<file path="src/rtl/mem_line_engine_if.sv">
// Request/response and data-memory signals of mem_line_engine.
// master = requester side (also supplies load data), slave = the engine.
interface mem_line_engine_if #(
    parameter int LINE_WORDS = 4,
    parameter int ADDR_W     = 6,
    parameter int LW         = $clog2(LINE_WORDS)
) ();
    logic                       req_valid;
    logic                       req_ready;
    logic                       req_write;
    logic [ADDR_W-LW-1:0]       req_line_addr;
    logic [LW-1:0]              req_word_off;
    logic [32*LINE_WORDS-1:0]   req_wline;
    logic                       resp_valid;
    logic                       resp_ready;
    logic [32*LINE_WORDS-1:0]   resp_rline;
    logic [ADDR_W-1:0]          mem_address;
    logic [31:0]                mem_wdata;
    logic                       mem_load;
    logic                       mem_store;
    logic [31:0]                mem_rdata;

    modport master (
        output req_valid, req_write, req_line_addr, req_word_off, req_wline,
               resp_ready, mem_rdata,
        input  req_ready, resp_valid, resp_rline,
               mem_address, mem_wdata, mem_load, mem_store
    );

    modport slave (
        input  req_valid, req_write, req_line_addr, req_word_off, req_wline,
               resp_ready, mem_rdata,
        output req_ready, resp_valid, resp_rline,
               mem_address, mem_wdata, mem_load, mem_store
    );
endinterface

</file>
<file path="src/rtl/mem_line_engine.sv">
// Moves one cache line between a requester and a word-wide data memory, one word per cycle.
// Define MEM_LINE_ENGINE_CWF_EN to start fills at the requested critical word and wrap.
//   state | meaning
//   IDLE  | ready for a request
//   READ  | one load beat per cycle, rdata captured into the line
//   WRITE | one store beat per cycle from the latched line
//   RESP  | resp_valid held until resp_ready
module mem_line_engine #(
    parameter int LINE_WORDS = 4,
    parameter int ADDR_W     = 6,
    parameter int LW         = $clog2(LINE_WORDS)
) (
    input logic              clk,
    input logic              n_reset,
    mem_line_engine_if.slave bus
);
    localparam int            LAW       = ADDR_W - LW;
    localparam logic [LW-1:0] LAST_BEAT = LW'(LINE_WORDS - 1);

    typedef enum logic [1:0] {IDLE, READ, WRITE, RESP} state_t;

    state_t                   state_q;
    logic [LW-1:0]            cnt_q;
    logic [LW-1:0]            start_q;
    logic [LAW-1:0]           line_q;
    logic [32*LINE_WORDS-1:0] wline_q;
    logic [32*LINE_WORDS-1:0] rline_q;
    logic                     resp_valid_q;
    logic                     mem_load_q;
    logic                     mem_store_q;
    logic [ADDR_W-1:0]        mem_address_q;
    logic [31:0]              mem_wdata_q;

    logic [LW-1:0]            fill_start_d;
    logic [LW-1:0]            cnt_d;
    logic [LW-1:0]            idx_d;

`ifdef MEM_LINE_ENGINE_CWF_EN
    assign fill_start_d = bus.req_word_off;
`else
    logic unused_word_off;
    assign fill_start_d    = '0;
    assign unused_word_off = ^bus.req_word_off;
`endif

    // Word index wraps inside the line; the line address is never carried into.
    assign cnt_d = cnt_q + 1'b1;
    assign idx_d = start_q + cnt_d;

    always_ff @(posedge clk or negedge n_reset) begin
        if (!n_reset) begin
            state_q       <= IDLE;
            cnt_q         <= '0;
            start_q       <= '0;
            line_q        <= '0;
            wline_q       <= '0;
            rline_q       <= '0;
            resp_valid_q  <= 1'b0;
            mem_load_q    <= 1'b0;
            mem_store_q   <= 1'b0;
            mem_address_q <= '0;
            mem_wdata_q   <= '0;
        end else begin
            case (state_q)
                IDLE: begin
                    if (bus.req_valid) begin
                        line_q  <= bus.req_line_addr;
                        wline_q <= bus.req_wline;
                        cnt_q   <= '0;
                        if (bus.req_write) begin
                            start_q       <= '0;
                            state_q       <= WRITE;
                            mem_store_q   <= 1'b1;
                            mem_address_q <= {bus.req_line_addr, {LW{1'b0}}};
                            mem_wdata_q   <= bus.req_wline[31:0];
                        end else begin
                            start_q       <= fill_start_d;
                            state_q       <= READ;
                            mem_load_q    <= 1'b1;
                            mem_address_q <= {bus.req_line_addr, fill_start_d};
                        end
                    end
                end
                WRITE: begin
                    if (cnt_q == LAST_BEAT) begin
                        state_q       <= RESP;
                        resp_valid_q  <= 1'b1;
                        mem_store_q   <= 1'b0;
                        mem_address_q <= '0;
                        mem_wdata_q   <= '0;
                    end else begin
                        cnt_q         <= cnt_d;
                        mem_address_q <= {line_q, cnt_d};
                        mem_wdata_q   <= wline_q[32*cnt_d +: 32];
                    end
                end
                READ: begin
                    rline_q[32*mem_address_q[LW-1:0] +: 32] <= bus.mem_rdata;
                    if (cnt_q == LAST_BEAT) begin
                        state_q       <= RESP;
                        resp_valid_q  <= 1'b1;
                        mem_load_q    <= 1'b0;
                        mem_address_q <= '0;
                    end else begin
                        cnt_q         <= cnt_d;
                        mem_address_q <= {line_q, idx_d};
                    end
                end
                RESP: begin
                    if (bus.resp_ready) begin
                        state_q      <= IDLE;
                        resp_valid_q <= 1'b0;
                    end
                end
                default: state_q <= IDLE;
            endcase
        end
    end

    assign bus.req_ready   = (state_q == IDLE);
    assign bus.resp_valid  = resp_valid_q;
    assign bus.resp_rline  = rline_q;
    assign bus.mem_address = mem_address_q;
    assign bus.mem_wdata   = mem_wdata_q;
    assign bus.mem_load    = mem_load_q;
    assign bus.mem_store   = mem_store_q;
endmodule

</file>
<file path="src/flat_wrapper.sv">
// flat-port wrapper written by rule: the top's interface ports become plain ports
module mem_line_engine_flat 
#(
    parameter int LINE_WORDS = 4,
    parameter int ADDR_W     = 6,
    parameter int LW         = $clog2(LINE_WORDS)
)
  (clk, n_reset, bus_req_valid, bus_req_write, bus_req_line_addr, bus_req_word_off, bus_req_wline, bus_resp_ready, bus_mem_rdata, bus_req_ready, bus_resp_valid, bus_resp_rline, bus_mem_address, bus_mem_wdata, bus_mem_load, bus_mem_store);
  mem_line_engine_if #(.LINE_WORDS(LINE_WORDS), .ADDR_W(ADDR_W), .LW(LW)) bus_i ();
  input logic clk;
  input logic n_reset;
  input wire logic [$bits(bus_i.req_valid)-1:0] bus_req_valid;
  input wire logic [$bits(bus_i.req_write)-1:0] bus_req_write;
  input wire logic [$bits(bus_i.req_line_addr)-1:0] bus_req_line_addr;
  input wire logic [$bits(bus_i.req_word_off)-1:0] bus_req_word_off;
  input wire logic [$bits(bus_i.req_wline)-1:0] bus_req_wline;
  input wire logic [$bits(bus_i.resp_ready)-1:0] bus_resp_ready;
  input wire logic [$bits(bus_i.mem_rdata)-1:0] bus_mem_rdata;
  output wire logic [$bits(bus_i.req_ready)-1:0] bus_req_ready;
  output wire logic [$bits(bus_i.resp_valid)-1:0] bus_resp_valid;
  output wire logic [$bits(bus_i.resp_rline)-1:0] bus_resp_rline;
  output wire logic [$bits(bus_i.mem_address)-1:0] bus_mem_address;
  output wire logic [$bits(bus_i.mem_wdata)-1:0] bus_mem_wdata;
  output wire logic [$bits(bus_i.mem_load)-1:0] bus_mem_load;
  output wire logic [$bits(bus_i.mem_store)-1:0] bus_mem_store;
  assign bus_i.req_valid = bus_req_valid;
  assign bus_i.req_write = bus_req_write;
  assign bus_i.req_line_addr = bus_req_line_addr;
  assign bus_i.req_word_off = bus_req_word_off;
  assign bus_i.req_wline = bus_req_wline;
  assign bus_i.resp_ready = bus_resp_ready;
  assign bus_i.mem_rdata = bus_mem_rdata;
  assign bus_req_ready = bus_i.req_ready;
  assign bus_resp_valid = bus_i.resp_valid;
  assign bus_resp_rline = bus_i.resp_rline;
  assign bus_mem_address = bus_i.mem_address;
  assign bus_mem_wdata = bus_i.mem_wdata;
  assign bus_mem_load = bus_i.mem_load;
  assign bus_mem_store = bus_i.mem_store;
  mem_line_engine #(.LINE_WORDS(LINE_WORDS), .ADDR_W(ADDR_W), .LW(LW)) u_core (.clk(clk), .n_reset(n_reset), .bus(bus_i));
endmodule
</file>
<file path="config.mk">
export PLATFORM = sky130hd
export DESIGN_NAME = mem_line_engine_flat
export DESIGN_NICKNAME = d
export VERILOG_FILES = /design/src/rtl/mem_line_engine_if.sv /design/src/rtl/mem_line_engine.sv /design/src/flat_wrapper.sv
export SDC_FILE = /design/constraint.sdc
export NUM_CORES = 1
export LEC_CHECK = 0
export CAP_MARGIN = 30
export CORE_ASPECT_RATIO = 1.2
export CORE_MARGIN = 2
export CORE_UTILIZATION = 48
export CTS_BUF_LIST = sky130_fd_sc_hd__clkbuf_4 sky130_fd_sc_hd__clkbuf_8 sky130_fd_sc_hd__clkbuf_16
export CTS_CLUSTER_DIAMETER = 50
export DETAILED_ROUTE_END_ITERATION = 6
export PLACE_DENSITY = 0.8
export SYNTH_ARGS = -nofsm -noshare
export SYNTH_HDL_FRONTEND = slang
export SYNTH_SLANG_ARGS = --single-unit
</file>
<file path="constraint.sdc">
create_clock -name clk -period 2.5 [get_ports clk]
set_clock_uncertainty 0.05 [all_clocks]
set_input_delay 0.375 -clock clk [delete_from_list [all_inputs] [get_ports clk]]
set_output_delay 0.375 -clock clk [all_outputs]
set_load 0.005 [all_outputs]
</file>
==> impl_metrics.tcl <==
set metrics [dict create \
    reg2reg_slack_ns 0.37 \
    grt_max_degree 78 \
    nets 1346 \
    antenna_left 0 \
    cp_data_arrival_time_ns 1.92 \
    grt_overflow 0 \
    n_fill_cell 1724 \
    cp-start-kind "flip-flop" \
    placed_area_um2 16500 \
    slew-limit-headroom 0.572 \
    critical_path_class "reg -> out" \
    slew_violations 0 \
    post-cts-setup-buffer-count 0 \
    max-vdd-ir-drop_v 0.000781 \
    cp_max_fo 8 \
    die_w_um 152 \
    worstMarginPinSlew_ns 0.641 \
    max_stage_delay_ns 0.55 \
    ys_warn_count 0 \
    clk_latency_ns 0.50 \
    synth_seq_area_share 0.608 \
    avgSynthCellArea_um2 15.4 \
    dp_hpwl_mm 23.2 \
    initial_core_util 0.490 \
    dieHeight_um 181 \
    p_per_area_nw_per_um2 1190 \
    io_pins 341 \
    maxCapViolCount 0 \
    root_buffer "clkbuf_16" \
    synth_seq_cells 305 \
    wirelength_mm 33.9 \
    viasPerCell 5.72 \
    p_leak_nw 7.71 \
    cp_cell_sequence "inv_1 > ha_4 > clkdlybuf4s50_1" \
    syn_inst 813 \
    grt_pass1_wl_mm 52.9 \
    max_freq_mhz 426 \
    gp_congestion 0.785 \
    drt_iter0_drc 296 \
    timing.final.crit_share 0.938 \
    final_cell_mix "337 x clkdlybuf4s50_1, 304 x dfrtp_1, 163 x mux2_2" \
    synth_top_area_frac 0.608 \
    clk_pin_slew_ns 0.06 \
    area_delta_synth_final_pct 41.3 \
    finalSetupTns_ns 0 \
    die_area_um2 27500 \
    vias 8692 \
    clockBufferDepth 3 \
    io_buffers 338 \
    synth_cell_type_count 40 \
    layout_commonest_cell "clkdlybuf4s50_1" \
    syn_area_um2 12600 \
    synthesis.nets 997 \
    cts_buffers 34 \
    reg2reg_depth 6 \
    drive_gt1_frac 0.254 \
    synth.largest_area_cell "dfrtp_1" \
    track_usage 0.249 \
    setup_viol 0 \
    antenna_found_initial 3 \
    status "finished clean" \
    hold_path.class "in -> async" \
    crit_path_top_delay_cell "clkdlybuf4s50_1" \
    ys_top_cells_by_area "dfrtp_1 61%, mux2_2 15%, a22o_1 11%" \
    core-area_um2 25600 \
    drc_errors 0 \
    rsz0062_at_grt "no" \
    end_kind "output port" \
    required_ns 2.08 \
    hold_viol 0 \
    cts_tree "done" \
    wl_per_cell_um 22.3 \
    drt_pass1_iterations 4 \
    cts-htree-levels 2 \
    final_area_um2 17700 \
    period_needed_ns 2.35 \
    row_count 64 \
    grt_pass1_vias 9310 \
    cts_sinks 305 \
]
[critical path: cells and delay by family, from the launching register on]
kind / cells / cell delay (ns)
buffers and inverters: 2 / 0.75
flip-flops: 1 / 0.42
adder cells (fa/ha/maj): 1 / 0.24
[cell type report]
class                   count  area [um2]  share of cell area
well taps                 330         413              0.0233
multi-input cells         437        4640               0.262
clock inverters            16         204              0.0115
clock buffers              45        1020              0.0577
flip-flops and latches    305        7630               0.430
diodes                      2        5.00            0.000282
inverters                  11        41.3             0.00233
repair buffers            373        3780               0.213
[layer usage]
layer	track usage	vias to the layer above	routed length (um)
li1	-	3792	-
met1	0.304	4473	12800
met2	0.422	366	17100
met3	0.0823	59	3230
met4	0.0681	2	842
met5	0	-	16
[power breakdown]
| part | total (W) | switching (W) | internal, W |
|---|---|---|---|
| registers | 0.00777 | 0.000987 | 0.00678 |
| clock network | 0.00534 | 0.00203 | 0.00331 |
| logic | 0.00808 | 0.00321 | 0.00486 |
| total | 0.0212 | 0.00623 | 0.0150 |
[cells by family (layout without fill, tap and decap cells)]
family / Yosys count / in the layout / synth area share
simple gates: 33 / 33 / 0.0161
other cells: 0 / 2 / 0
flops: 305 / 305 / 0.608
compound gates: 190 / 190 / 0.127
fa+ha+maj: 13 / 13 / 0.0130
mux: 201 / 201 / 0.209
buf+inv: 71 / 445 / 0.0272
[timing repair]
action                     4_1_cts  5_1_grt
hold endpoints to repair        66        0
setup endpoints to repair        1        1
hold buffers                     1        0
resized for setup                1        1
pin swaps                        0        0
[worst paths after layout]
check	start	endpoint
max	u_core.state_q[1]	bus_req_ready
min	n_reset	u_core.wline_q[119]
max reg2reg	u_core.bus.mem_address[1]	u_core.bus.resp_rline[76]
min reg2reg	u_core.wline_q[120]	u_core.wline_q[120]
max in group asynchronous	n_reset	u_core.bus.resp_rline[48]
min in group clk	bus_req_wline[85]	u_core.wline_q[85]
[registers in the layout, indices dropped and copies added (netlist names)]
signal	flops
u_core.cnt_q	2
u_core.bus.resp_valid	1
u_core.line_q	4
u_core.bus.mem_load	1
u_core.bus.mem_address	6
u_core.bus.resp_rline	128
u_core.bus.mem_wdata	32
u_core.bus.mem_store	1
u_core.state_q	2
u_core.wline_q	128
[synth_stat cells]
library cell  count
or3b_2            1
a22o_1          159
o2bb2ai_1         1
buf_6             2
nor3b_1           1
nor4b_2           2
clkinv_1          1
o31ai_1           2
nor2b_1           4
nand2_1          12
clkbuf_1         29
buf_2            22
mux4_1            1
mux2i_1           6
dfrtp_1         305
nor2_1            1
o221ai_1          1
a31oi_1           1
a211oi_1          1
ha_1             13
nand3_1           1
nand2b_1          2
and2_1            1
a22oi_1           5
nor3_2            2
mux2_2          163
nand3b_1          3
o21ai_0          13
a21oi_1           2
o41ai_1           1
a21boi_0          1
o2111ai_1         1
nor3_1            2
buf_12            2
mux4_2           31
o311ai_0          1
or2_2             1
inv_1            10
o211ai_1          1
buf_1             5
[metrics by stage]
step | total power, W | cells | hold slack (ns) | worst slack (ns) | utilization
6_report | 0.0212 | 1519 | 0.370 | 0.155 | 0.692
5_1_grt | 0.0223 | 1518 | 0.416 | 0.0815 | 0.692
4_1_cts | 0.0213 | 1517 | 0.411 | 0.0444 | 0.692
3_5_place_dp | 0.0159 | 1455 | 0.359 | 0.347 | 0.643
3_3_place_gp | 0.0156 | 1455 | 0.345 | 0.361 | 0.643
2_1_floorplan | 0.0126 | 813 | 0.0294 | 0.409 | -
Note: power is estimated with default switching activity, not from simulation.
